<file path="config.mk">
export PLATFORM = sky130hd
export DESIGN_NAME = prod_bcd_display
export DESIGN_NICKNAME = d
export VERILOG_FILES = /design/src/rtl/prod_bcd_display.sv
export SDC_FILE = /design/constraint.sdc
export NUM_CORES = 1
export LEC_CHECK = 0
export CAP_MARGIN = 40
export CELL_PAD_IN_SITES_DETAIL_PLACEMENT = 0
export CELL_PAD_IN_SITES_GLOBAL_PLACEMENT = 2
export CORE_ASPECT_RATIO = 1.5
export CORE_MARGIN = 2
export CORE_UTILIZATION = 30
export CTS_CLUSTER_SIZE = 16
export DETAILED_ROUTE_END_ITERATION = 12
export HOLD_SLACK_MARGIN = 0.05
export PLACE_DENSITY_LB_ADDON = 0.1
export RECOVER_POWER = 25
export SYNTH_ARGS = -nofsm -noshare
export SYNTH_HDL_FRONTEND = slang
export SYNTH_SLANG_ARGS = --single-unit
</file>
<file path="constraint.sdc">
create_clock -name clk -period 3.3 [get_ports clk]
set_input_delay 0.33 -clock clk [delete_from_list [all_inputs] [get_ports clk]]
set_output_delay 0.33 -clock clk [all_outputs]
set_load 0.02 [all_outputs]
</file>
<file path="src/rtl/prod_bcd_display.sv">
`default_nettype none
// ============================================================================
// Module   : prod_bcd_display
// Purpose  : Captures an 8-bit product, converts it to 3-digit BCD with a
//            sequential double-dabble (one iteration per clock) and drives a
//            4-digit multiplexed active-low 7-segment display from the last
//            completed result.
// Revision : 1.0  initial release
// ============================================================================
module prod_bcd_display #(
    parameter int REFRESH_DIV   = 100000,
    parameter int BLANK_LEADING = 1
) (
    input  logic        clk,
    input  logic        rst,
    input  logic [7:0]  prod_in,
    input  logic        prod_valid,
    output logic        busy,
    output logic [11:0] bcd_out,
    output logic        bcd_valid,
    output logic [3:0]  an,
    output logic [6:0]  seg
);

    localparam int               c_cnt_w     = (REFRESH_DIV > 2) ? $clog2(REFRESH_DIV) : 1;
    localparam logic [c_cnt_w-1:0] c_cnt_max = c_cnt_w'(REFRESH_DIV - 1);

    localparam logic [1:0] c_st_idle = 2'd0;
    localparam logic [1:0] c_st_conv = 2'd1;
    localparam logic [1:0] c_st_done = 2'd2;

    localparam logic [6:0] c_seg_blank = 7'b1111111;
    localparam logic [6:0] c_seg_zero  = 7'b1000000;

    // Conversion state
    logic [1:0]  r_state;
    logic [1:0]  w_state_next;
    logic [7:0]  r_shift;
    logic [11:0] r_scratch;
    logic [11:0] w_adj;
    logic [2:0]  r_iter;
    logic [11:0] r_bcd;
    logic        r_bcd_valid;

    // Display state
    logic [c_cnt_w-1:0] r_cnt;
    logic               w_wrap;
    logic [1:0]         r_idx;
    logic [1:0]         w_idx_next;
    logic [11:0]        w_bcd_next;
    logic               w_blank_hund;
    logic               w_blank_tens;
    logic [3:0]         w_an;
    logic [6:0]         w_seg;
    logic [3:0]         r_an;
    logic [6:0]         r_seg;

    // Active-low decode of one BCD digit; non-decimal codes stay dark.
    function automatic logic [6:0] f_seg(input logic [3:0] d);
        case (d)
            4'd0:    f_seg = 7'b1000000;
            4'd1:    f_seg = 7'b1111001;
            4'd2:    f_seg = 7'b0100100;
            4'd3:    f_seg = 7'b0110000;
            4'd4:    f_seg = 7'b0011001;
            4'd5:    f_seg = 7'b0010010;
            4'd6:    f_seg = 7'b0000010;
            4'd7:    f_seg = 7'b1111000;
            4'd8:    f_seg = 7'b0000000;
            4'd9:    f_seg = 7'b0010000;
            default: f_seg = c_seg_blank;
        endcase
    endfunction

    // Add-3 correction on every scratch nibble that would overflow after the shift.
    for (genvar gi = 0; gi < 3; gi++) begin : g_adj
        assign w_adj[4*gi +: 4] = (r_scratch[4*gi +: 4] >= 4'd5) ?
                                  (r_scratch[4*gi +: 4] + 4'd3) : r_scratch[4*gi +: 4];
    end

    // Next-state logic: capture -> 8 iterations -> publish -> idle.
    always_comb begin
        w_state_next = r_state;
        case (r_state)
            c_st_idle: if (prod_valid) w_state_next = c_st_conv;
            c_st_conv: if (r_iter == 3'd7) w_state_next = c_st_done;
            c_st_done: w_state_next = c_st_idle;
            default:   w_state_next = c_st_idle;
        endcase
    end

    // State register.
    always_ff @(posedge clk) begin
        if (rst) r_state <= c_st_idle;
        else     r_state <= w_state_next;
    end

    // Conversion datapath: shift register, BCD scratch, iteration count, result.
    always_ff @(posedge clk) begin
        if (rst) begin
            r_shift     <= 8'd0;
            r_scratch   <= 12'd0;
            r_iter      <= 3'd0;
            r_bcd       <= 12'd0;
            r_bcd_valid <= 1'b0;
        end else begin
            r_bcd_valid <= 1'b0;
            case (r_state)
                c_st_idle: begin
                    if (prod_valid) begin
                        r_shift   <= prod_in;
                        r_scratch <= 12'd0;
                        r_iter    <= 3'd0;
                    end
                end
                c_st_conv: begin
                    r_scratch <= {w_adj[10:0], r_shift[7]};
                    r_shift   <= {r_shift[6:0], 1'b0};
                    r_iter    <= r_iter + 3'd1;
                end
                c_st_done: begin
                    r_bcd       <= r_scratch;
                    r_bcd_valid <= 1'b1;
                end
                default: ;
            endcase
        end
    end

    // The display is decoded from the values the registers are about to take,
    // so an/seg always agree with the current scan index and bcd_out.
    assign w_wrap       = (r_cnt == c_cnt_max);
    assign w_idx_next   = w_wrap ? (r_idx + 2'd1) : r_idx;
    assign w_bcd_next   = (r_state == c_st_done) ? r_scratch : r_bcd;
    assign w_blank_hund = (BLANK_LEADING != 0) && (w_bcd_next[11:8] == 4'd0);
    assign w_blank_tens = w_blank_hund && (w_bcd_next[7:4] == 4'd0);

    // Digit enable and segment pattern for the upcoming scan position.
    always_comb begin
        w_an  = 4'b1111;
        w_seg = c_seg_blank;
        case (w_idx_next)
            2'd0: begin
                w_an  = 4'b1110;
                w_seg = f_seg(w_bcd_next[3:0]);
            end
            2'd1: begin
                w_an = 4'b1101;
                if (!w_blank_tens) w_seg = f_seg(w_bcd_next[7:4]);
            end
            2'd2: begin
                w_an = 4'b1011;
                if (!w_blank_hund) w_seg = f_seg(w_bcd_next[11:8]);
            end
            default: begin
                w_an  = 4'b0111;
                w_seg = c_seg_blank;
            end
        endcase
    end

    // Refresh counter, scan index and registered display outputs.
    always_ff @(posedge clk) begin
        if (rst) begin
            r_cnt <= '0;
            r_idx <= 2'd0;
            r_an  <= 4'b1110;
            r_seg <= c_seg_zero;
        end else begin
            r_cnt <= w_wrap ? '0 : (r_cnt + 1'b1);
            r_idx <= w_idx_next;
            r_an  <= w_an;
            r_seg <= w_seg;
        end
    end

    assign busy      = (r_state != c_st_idle);
    assign bcd_out   = r_bcd;
    assign bcd_valid = r_bcd_valid;
    assign an        = r_an;
    assign seg       = r_seg;

endmodule
`default_nettype wire
</file>
==> run metrics, run 1 <==
Slew Limit Fails=0; CP arrival=approximately 3.1 ns; Setup crit end kind=flop; Worst Path Max Fanout=12; Reg clk slew, reported paths=approximately 0.06 ns; Synth area leader=dfxtp_1; Pre-antenna DRT Iters=4; Final ANT Viol Nets=0; Startpoint Class=flop; Worst-Margin Slew=1.05 ns; FP Rows=50; vias=~3500; Final TNS setup=0 ns; top cells by count, synth=nor2_1 (82), dfxtp_1 (68), nand2_1 (33), a21oi_1 (28); Post-synth EDFFs=0; delay-heaviest family, CP=simple AND/OR/NAND/NOR gates; status=completed; Worst R2R Path Depth=10; R2R setup slack=roughly 0.40 ns; HP Class=reg2reg; antenna violations before repair=0; worst-path cell chain=nand2b_1 > mux2i_1 > clkbuf_1 > ha_1 > nand2_1 > or3b_2 > o311ai_0 > a21o_1 > a31oi_1 > o311ai_1; Die H=143 um; dominant cell by count in the synthesized netlist=nor2_1; Via density=5.14; Top Ports=36; DP Area=4380 um^2; worst slack, placed=around 0.45 ns; Setup Skew=between 0.004 and 0.005 ns; DRT iter0 DRCs=100; Avg Cell Area, Syn=8.02 um^2; Tot GR Track Use=0.168; crit path time final=2.90 ns; Area Growth Syn to Fin=20.8%; Port Buffers=35; crit-path max cell delay=~0.48 ns; largest net degree at the start of global routing=30; clk buf depth=2; largest cells by area after synthesis=dfxtp_1 (35%), ha_1 (8.1%), nor2_1 (8.0%); layout cell share with drive strength beyond 1=0.0692; final worst path period share=0.879; Synth Flop Type=dfxtp_1; Finished Layout Cells=~680; final worst slack=0.398 ns; Nets=approximately 550; Core Box Area=about 13000 um^2; final instance area=4650 um^2; Hold Buf Count CTS=0; Placed Cells=660; Crit Reg-Reg Startpoint=r_state[0]; #FFs+latches synth=68; Post-CTS Resized=0; max-cap violations=0; DRC=0; yosys synthesis warning count=0; Mapped Nets=~520; Synth async-reset ratio=0; Die Area=about 14000 um^2; Setup Buffers After CTS=0; Worst R2R End=seg[2]; critical path class=reg2reg; width of the chip=around 96 um; Critical Path RT=approximately 3.5 ns; antenna cells=0; sequential area share after synthesis=0.354; top-area cell type share of the netlist area=0.354; f_max=roughly 340 MHz; Critical path buffers and inverters=1; unrepaired setup endpoints after global routing=no; Fillers=between 1000 and 1500; final hold vios=0; worst hold endpoint=r_shift[7]; hold path startpoint=r_shift[6]; gr ovfl total=0; routability cong.=about 0.77; Max stage delay cell, worst path=nand2b_1; TritonCTS clock tree=done; clk sinks=68; H-tree depth=3; Max VDD drop=between 0.0002 and 0.00025 V; final wirelength=between 10 and 15 mm; Leak=between 0.0015 and 0.002 uW; hold depth=2; Initial Utilization=0.308; number of global-route vias before repair=about 3500; worst-skew pair later-pin latency=roughly 0.33 ns; number of distinct library cells after synthesis=64; HPWL after DPL=just under 8 mm; Clock Tree Root=clkbuf_16; Pwr Density=about 400 nW/um^2; cell area after synthesis=around 3800 um^2; detailed-route wire length per cell=15.8 um; CTS buffer count=9; Syn Inst Count=480; wire length of the first global-routing pass=between 15 and 20 mm; final setup violating endpoints=0; max_slew headroom=0.300
## sequential cells by signal, summed over array words and instances (netlist names)
register and flops:
an 4, bcd_out 12, bcd_valid 1, r_cnt 17, r_idx 2, r_iter 3, r_scratch 12, r_shift 8
r_state 2, seg 7
## worst min-delay path: stages (launching register included)
cell	delay, ns
dfxtp_1	0.31
nand2_1	0.05
a311oi_1	0.07
## where the power goes
part	internal, uW	switching [uW]
Sequential	836	9.91
Clock	570	353
Combinational	37.2	56.5
Total	1440	420
## cell type report
type | instances | area, um^2 | area share
multi-input cells | 366 | 2300 | 0.494
repair buffers | 48 | 432 | 0.0928
flip-flops and latches | 68 | 1360 | 0.293
inverters | 22 | 82.6 | 0.0178
well taps | 156 | 195 | 0.0420
clock buffers | 15 | 278 | 0.0597
clock inverters | 1 | 5.00 | 0.00108
## how the worst max path moves through the flow
| stage | start | to | slack (ns) | cells after the start |
|---|---|---|---|---|
| 2_1_floorplan | r_state[0] | seg[2] | 0.31 | 13 |
| 3_3_place_gp | r_state[0] | seg[2] | 0.54 | 10 |
| 3_5_place_dp | r_state[0] | seg[2] | 0.45 | 10 |
| 4_1_cts | r_state[0] | seg[2] | 0.44 | 10 |
| 5_1_grt | r_state[0] | seg[2] | 0.23 | 11 |
| 6_report | r_state[0] | seg[2] | 0.40 | 10 |
## placed cells by master, fill, tap and decap left out, types with 16 or more instances in the layout
cell             Yosys  final
nor2_1              82     82
dfxtp_1             68     68
nand2_1             33     33
a21oi_1             28     28
o21ai_0             25     25
ha_1                25     25
clkdlybuf4s50_1      0     23
inv_1               21     21
nor3_1              17     17
nand3_1             16     16
## metal layers
| metal | global-route usage | up-vias | part of all wire |
|---|---|---|---|
| met2 | 0.299 | 66 | 0.52 |
| met5 | 0 | - | 0 |
| met1 | 0.184 | 1653 | 0.42 |
| li1 | - | 1740 | - |
| met3 | 0.0359 | 16 | 0.033 |
| met4 | 0.0801 | 0 | 0.028 |
## metrics by stage
step                total power, uW  hold WS [ns]   util
global placement                957         0.473  0.349
global route                   1950         0.492  0.372
finish                         1860         0.479  0.372
detailed placement              959         0.477  0.350
CTS                            1900         0.483  0.373
floorplan                       926         0.442      -
## logic make-up after synthesis
group / after synthesis / synth area share
simple gates: 215 / 0.287
compound gates: 96 / 0.156
flops: 68 / 0.354
buf+inv: 46 / 0.0494
fa+ha+maj: 25 / 0.0813
xor+xnor: 20 / 0.0455
mux: 10 / 0.0263
Power figures use the tool's default switching activity.
==> inputs of run 2 (changes only) <==
--- a/config.mk
+++ b/config.mk
@@ -16,6 +16,7 @@
 export HOLD_SLACK_MARGIN = 0.05
 export PLACE_DENSITY_LB_ADDON = 0.1
 export RECOVER_POWER = 25
+export SETUP_SLACK_MARGIN = 0.3
 export SYNTH_ARGS = -nofsm -noshare
 export SYNTH_HDL_FRONTEND = slang
 export SYNTH_SLANG_ARGS = --single-unit
==> run 2 against run 1 <==
Worst setup slack better by 0.016 ns. First-iteration DRC count down 15%. Non-clock buffer count unchanged. Highest routed layer unchanged.
==> run metrics, run 2 (synthesized netlist as in run 1, its figures left out) <==
final wirelength=10.7 mm (about the same); TritonCTS clock tree=done (unchanged); Die H=143 um (unchanged); HP Class=reg2reg (unchanged); Final TNS setup=0 ns (unchanged); critical path class=reg2reg (unchanged); Worst Path Max Fanout=12 (unchanged); gr ovfl total=0 (unchanged); width of the chip=96.5 um (unchanged); Tot GR Track Use=0.168 (unchanged); antenna cells=0 (unchanged); combinational fraction of design power=0.050 (about the same); largest reg by FF count=r_cnt (unchanged); Startpoint Class=flop (unchanged); Pre-antenna DRT Iters=4 (unchanged); Max VDD drop=0.000239 V (about the same); Fillers=1329 (was 1331); Hold Buf Count CTS=0 (unchanged); commonest non-fill, non-tap cells in the layout=nor2_1 (82), dfxtp_1 (68), nand2_1 (33) (unchanged); most common cell after layout, fill and taps aside=nor2_1 (unchanged); final setup violating endpoints=0 (unchanged); HPWL after DPL=7.84 mm (unchanged); largest net degree at the start of global routing=30 (unchanged); CP arrival=3.13 ns (was 3.14 ns); Net Switching=421 uW (was 420 uW); Clock Power Share=0.496 (about the same); Reg clk slew, reported paths=0.06 ns (about the same); max_slew headroom=0.283 (was 0.300); Area Growth Syn to Fin=20.7% (was 20.8%); status=completed (unchanged); DRT iter0 DRCs=85 (was 100); Setup Skew=0.00472 ns (was 0.00474 ns); routability cong.=0.768 (unchanged); Final ANT Viol Nets=0 (unchanged); sw frac=0.226 (was 0.225); Seq pwr share=0.454 (about the same); Critical Path RT=3.54 ns (about the same); Nets=551 (unchanged); number of global-route vias before repair=3511 (unchanged); Worst-Margin Slew=1.08 ns (was 1.05 ns); vias=3468 (was 3475); DRC=0 (unchanged); Finished Layout Cells=676 (unchanged); Register Area=1360 um^2 (unchanged); detailed-route wire length per cell=15.9 um (was 15.8 um); Initial Utilization=0.308 (unchanged); H-tree depth=3 (unchanged); Pwr Density=401 nW/um^2 (about the same); Slew Limit Fails=0 (unchanged); clk sinks=68 (unchanged); internal power=1440 uW (about the same); Placed Cells=660 (unchanged); f_max=346 MHz (was 345 MHz); final worst path period share=0.875 (was 0.879); Via density=5.13 (was 5.14); Leak=0.00187 uW (was 0.00188 uW); Die Area=13800 um^2 (unchanged); final hold vios=0 (unchanged); Clock Tree Root=clkbuf_16 (unchanged); max-cap violations=0 (unchanged); worst-skew pair later-pin latency=0.33 ns (about the same); FP Rows=50 (unchanged); Core Box Area=12500 um^2 (unchanged); crit path time final=2.89 ns (was 2.90 ns); unrepaired setup endpoints after global routing=no (unchanged); Port Buffers=35 (unchanged); Setup crit end kind=flop (unchanged); antenna violations before repair=0 (unchanged); clk buf depth=2 (unchanged); CTS buffer count=9 (unchanged); layout cell share with drive strength beyond 1=0.0673 (was 0.0692); Largest register FFs=17 (unchanged); footprint of the multi-input gates=2300 um^2 (unchanged); Top Ports=36 (unchanged); wire length of the first global-routing pass=17.6 mm (unchanged)
## run 2: power by group through the flow
stage	clock network [uW]	registers [uW]	logic [uW]
after detailed placement	0	863	95.5
after CTS	960	845	95.9
final	925	846	93.7
after global routing	993	847	107
after global placement	0	863	93.6
after floorplan	0	862	64.5
## run 2: repair_timing
action | in CTS | in global routing
buffers inserted | 0 | 0
setup endpoints to repair | 0 | 2
gates resized for setup | 0 | 1
## run 2: final cells by class
type / instances / area share
clock inverter: 1 / 0.00108
multi-input combinational: 366 / 0.494
tap: 156 / 0.0420
clock buffer: 15 / 0.0598
sequential: 68 / 0.293
timing repair buffer: 48 / 0.0921
inverter: 22 / 0.0178
## run 2: worst paths after layout
| check | from | to | slack (ns) | cells after the start |
|---|---|---|---|---|
| setup / recovery | r_state[0] | seg[2] | 0.41 | 10 |
| hold / removal | r_shift[6] | r_shift[7] | 0.48 | 2 |
| setup reg to reg | r_state[0] | seg[2] | 0.41 | 10 |
| hold reg to reg | r_shift[6] | r_shift[7] | 0.48 | 2 |
## run 2: critical path, stage by stage (launching register included)
cell      delay [ns]
dfxtp_1         0.32
nand2b_1        0.47
mux2i_1         0.24
clkbuf_1        0.30
ha_1            0.23
nand2_1         0.10
or3b_2          0.46
o311ai_0        0.14
a21o_1          0.24
a31oi_1         0.06
o311ai_1        0.23
## run 2: layer usage
metal,GRT usage,vias up,part of all wire
met5,0,-,0
met4,0.0801,0,0.033
met3,0.0359,20,0.030
met2,0.299,64,0.52
met1,0.184,1646,0.42
li1,-,1738,-
## run 2: metrics by stage
step	hold WS [ns]	utilization	instance area, um^2	setup slack [ns]	total power [uW]
floorplan	0.442	-	3850	0.305	926
global placement	0.473	0.349	4370	0.543	957
detailed placement	0.477	0.350	4380	0.451	959
CTS	0.483	0.373	4660	0.436	1900
global route	0.492	0.371	4650	0.225	1950
finish	0.479	0.371	4650	0.414	1860
==> inputs of run 3 (changes only) <==
--- a/config.mk
+++ b/config.mk
@@ -9,9 +9,9 @@
 export CELL_PAD_IN_SITES_DETAIL_PLACEMENT = 0
 export CELL_PAD_IN_SITES_GLOBAL_PLACEMENT = 2
 export CORE_ASPECT_RATIO = 1.5
-export CORE_MARGIN = 2
+export CORE_MARGIN = 8
 export CORE_UTILIZATION = 30
-export CTS_CLUSTER_SIZE = 16
+export CTS_CLUSTER_SIZE = 12
 export DETAILED_ROUTE_END_ITERATION = 12
 export HOLD_SLACK_MARGIN = 0.05
 export PLACE_DENSITY_LB_ADDON = 0.1
==> run 3 against run 2 <==
The flow now finishes with violations (capacitance limit, slew limit). Critical endpoint unchanged. Worst hold slack improved by 0.00098 ns. Critical path type is now in2reg. Total power decreased by 0.56%. Worst setup slack improved by 0.14 ns. Maximum frequency increased by 5.1%. First-iteration DRC count increased by 72%. Utilization unchanged. Clock power decreased by 1%. Flip-flop and latch count unchanged. Via count decreased by 0.20%. Critical path depth decreased by 5.
==> run metrics, run 3 (synthesized netlist as in run 1, its figures left out) <==
status=complete, but fails checks (was completed); failing checks=capacitance limit, slew limit; footprint of the multi-input gates=2300 um^2 (unchanged); Initial Utilization=0.308 (unchanged); Port Buffers=35 (unchanged); DP Area=4380 um^2 (unchanged); Final TNS setup=0 ns (unchanged); Largest register FFs=17 (unchanged); vias=3461 (was 3468); Fillers=1320 (was 1329); gr ovfl total=0 (unchanged); Area Growth Syn to Fin=20.7% (unchanged); R2R setup slack=0.59 ns (was 0.41 ns); Slew Limit Fails=33 (was 0); H-tree depth=3 (unchanged); Core Box Area=12500 um^2 (unchanged); Crit. Startpoint=rst (was r_state[0]); hold depth=1 (was 2); Startpoint Class=input pin (was flop); HP Class=reg2reg (unchanged); Nets=551 (unchanged); final setup violating endpoints=0 (unchanged); TritonCTS clock tree=done (unchanged); Pre-antenna DRT Iters=4 (unchanged); Placed Cells=660 (unchanged); antenna violations before repair=0 (unchanged); clk sinks=68 (unchanged); CTS buffer count=9 (unchanged); Fin Hold WS=0.480 ns (was 0.479 ns); Die Area=16800 um^2 (was 13800 um^2); Worst R2R End=seg[2] (unchanged); routability cong.=0.844 (was 0.768); Clock Tree Root=clkbuf_16 (unchanged); clk buf depth=2 (unchanged); final hold vios=0 (unchanged); detailed-route wire length per cell=15.8 um (was 15.9 um); CP arrival=2.89 ns (was 3.13 ns); Die H=155 um (was 143 um); Leak=0.00188 uW (was 0.00187 uW); Critical Path RT=3.44 ns (was 3.54 ns); Final ANT Viol Nets=0 (unchanged); worst-skew pair later-pin latency=0.33 ns (about the same); hold path startpoint=r_cnt[0] (was r_shift[6]); crit path time final=2.75 ns (was 2.89 ns); max-cap violations=1 (was 0); unrepaired setup endpoints after global routing=no (unchanged); Setup Skew=0.00421 ns (was 0.00472 ns); Power Total=1850 uW (was 1860 uW); Hold Buf Count CTS=0 (unchanged); DRC=0 (unchanged); max_slew headroom=-0.0869 (was 0.283); Finished Layout Cells=674 (was 676); FP Rows=50 (unchanged); most common cell after layout, fill and taps aside=nor2_1 (unchanged); f_max=364 MHz (was 346 MHz); Top Ports=36 (unchanged); Pwr Density=399 nW/um^2 (was 401 nW/um^2); Reg clk slew, reported paths=0.06 ns (about the same); HPWL after DPL=8.00 mm (was 7.84 mm); worst hold endpoint=r_cnt[0] (was r_shift[7]); number of global-route vias before repair=3428 (was 3511); layout cell share with drive strength beyond 1=0.0714 (was 0.0673); DRT iter0 DRCs=146 (was 85); final worst path period share=0.832 (was 0.875); Worst R2R Path Depth=11 (was 10); width of the chip=108 um (was 96.5 um); antenna cells=0 (unchanged); critical path class=in2reg (was reg2reg); final instance area=4650 um^2 (unchanged); Worst-Margin Slew=1.63 ns (was 1.08 ns); Max VDD drop=0.000187 V (was 0.000239 V); Worst Path Max Fanout=32 (was 12); Crit Reg-Reg Startpoint=r_state[1] (was r_state[0]); largest reg by FF count=r_cnt (unchanged); wire length of the first global-routing pass=17.5 mm (was 17.6 mm); Setup crit end kind=flop (unchanged); Via density=5.14 (was 5.13); Post-CTS Resized=0 (unchanged); Tot GR Track Use=0.133 (was 0.168); Setup Buffers After CTS=0 (unchanged); commonest non-fill, non-tap cells in the layout=nor2_1 (82), dfxtp_1 (68), nand2_1 (33) (unchanged); Register Area=1360 um^2 (unchanged); largest net degree at the start of global routing=33 (was 30); final wirelength=10.7 mm (about the same)
==> run 3: changes by cell type in the layout (fill, tap and decap cells not counted), sizes merged <==
cell and delta:
bufinv +1, clkinv +1, clkbuf -6, buf +2, clkdlybuf4s50 -1, dlygate4sd3 +1
==> run 3: critical path, cell delays in order <==
cell,delay (ns)
clkbuf_1,1.15
clkbuf_1,0.88
nor3_1,0.24
nand2_1,0.17
o311ai_1,0.11
==> run 3: worst max path at each step <==
stage | cells after the start | end | slack [ns]
2_1_floorplan | 13 | seg[2] | 0.31
3_3_place_gp | 9 | seg[1] | 0.71
3_5_place_dp | 11 | seg[2] | 0.59
4_1_cts | 11 | seg[2] | 0.57
5_1_grt | 5 | seg[2] | 0.30
6_report | 5 | seg[2] | 0.55
==> run 3: cell type report <==
class,instances,area share
Clock buffer,11,0.0501
Sequential cell,68,0.293
Inverter,22,0.0178
Timing Repair Buffer,48,0.0942
Tap cell,156,0.0420
Clock inverter,3,0.00862
Multi-Input combinational cell,366,0.494
==> run 3: routing by layer <==
layer	wire [um]	vias to the layer above	track usage
met4	356	0	0.0661
li1	-	1748	-
met2	5410	61	0.228
met3	411	21	0.0312
met1	4500	1631	0.148
met5	0	-	0
==> run 3: through the flow <==
stage	util	setup WS (ns)
global route	0.371	0.301
finish	0.371	0.553
global placement	0.349	0.706
detailed placement	0.350	0.595
floorplan	-	0.305
CTS	0.372	0.569
==> run 3: power breakdown <==
part           total [uW]  switching [uW]  leakage (uW)  internal, uW
sequential            846            9.90      0.000551           836
combinational        92.0            55.0       0.00119          37.0
clock                 916             342      0.000135           574
total                1850             407       0.00188          1450
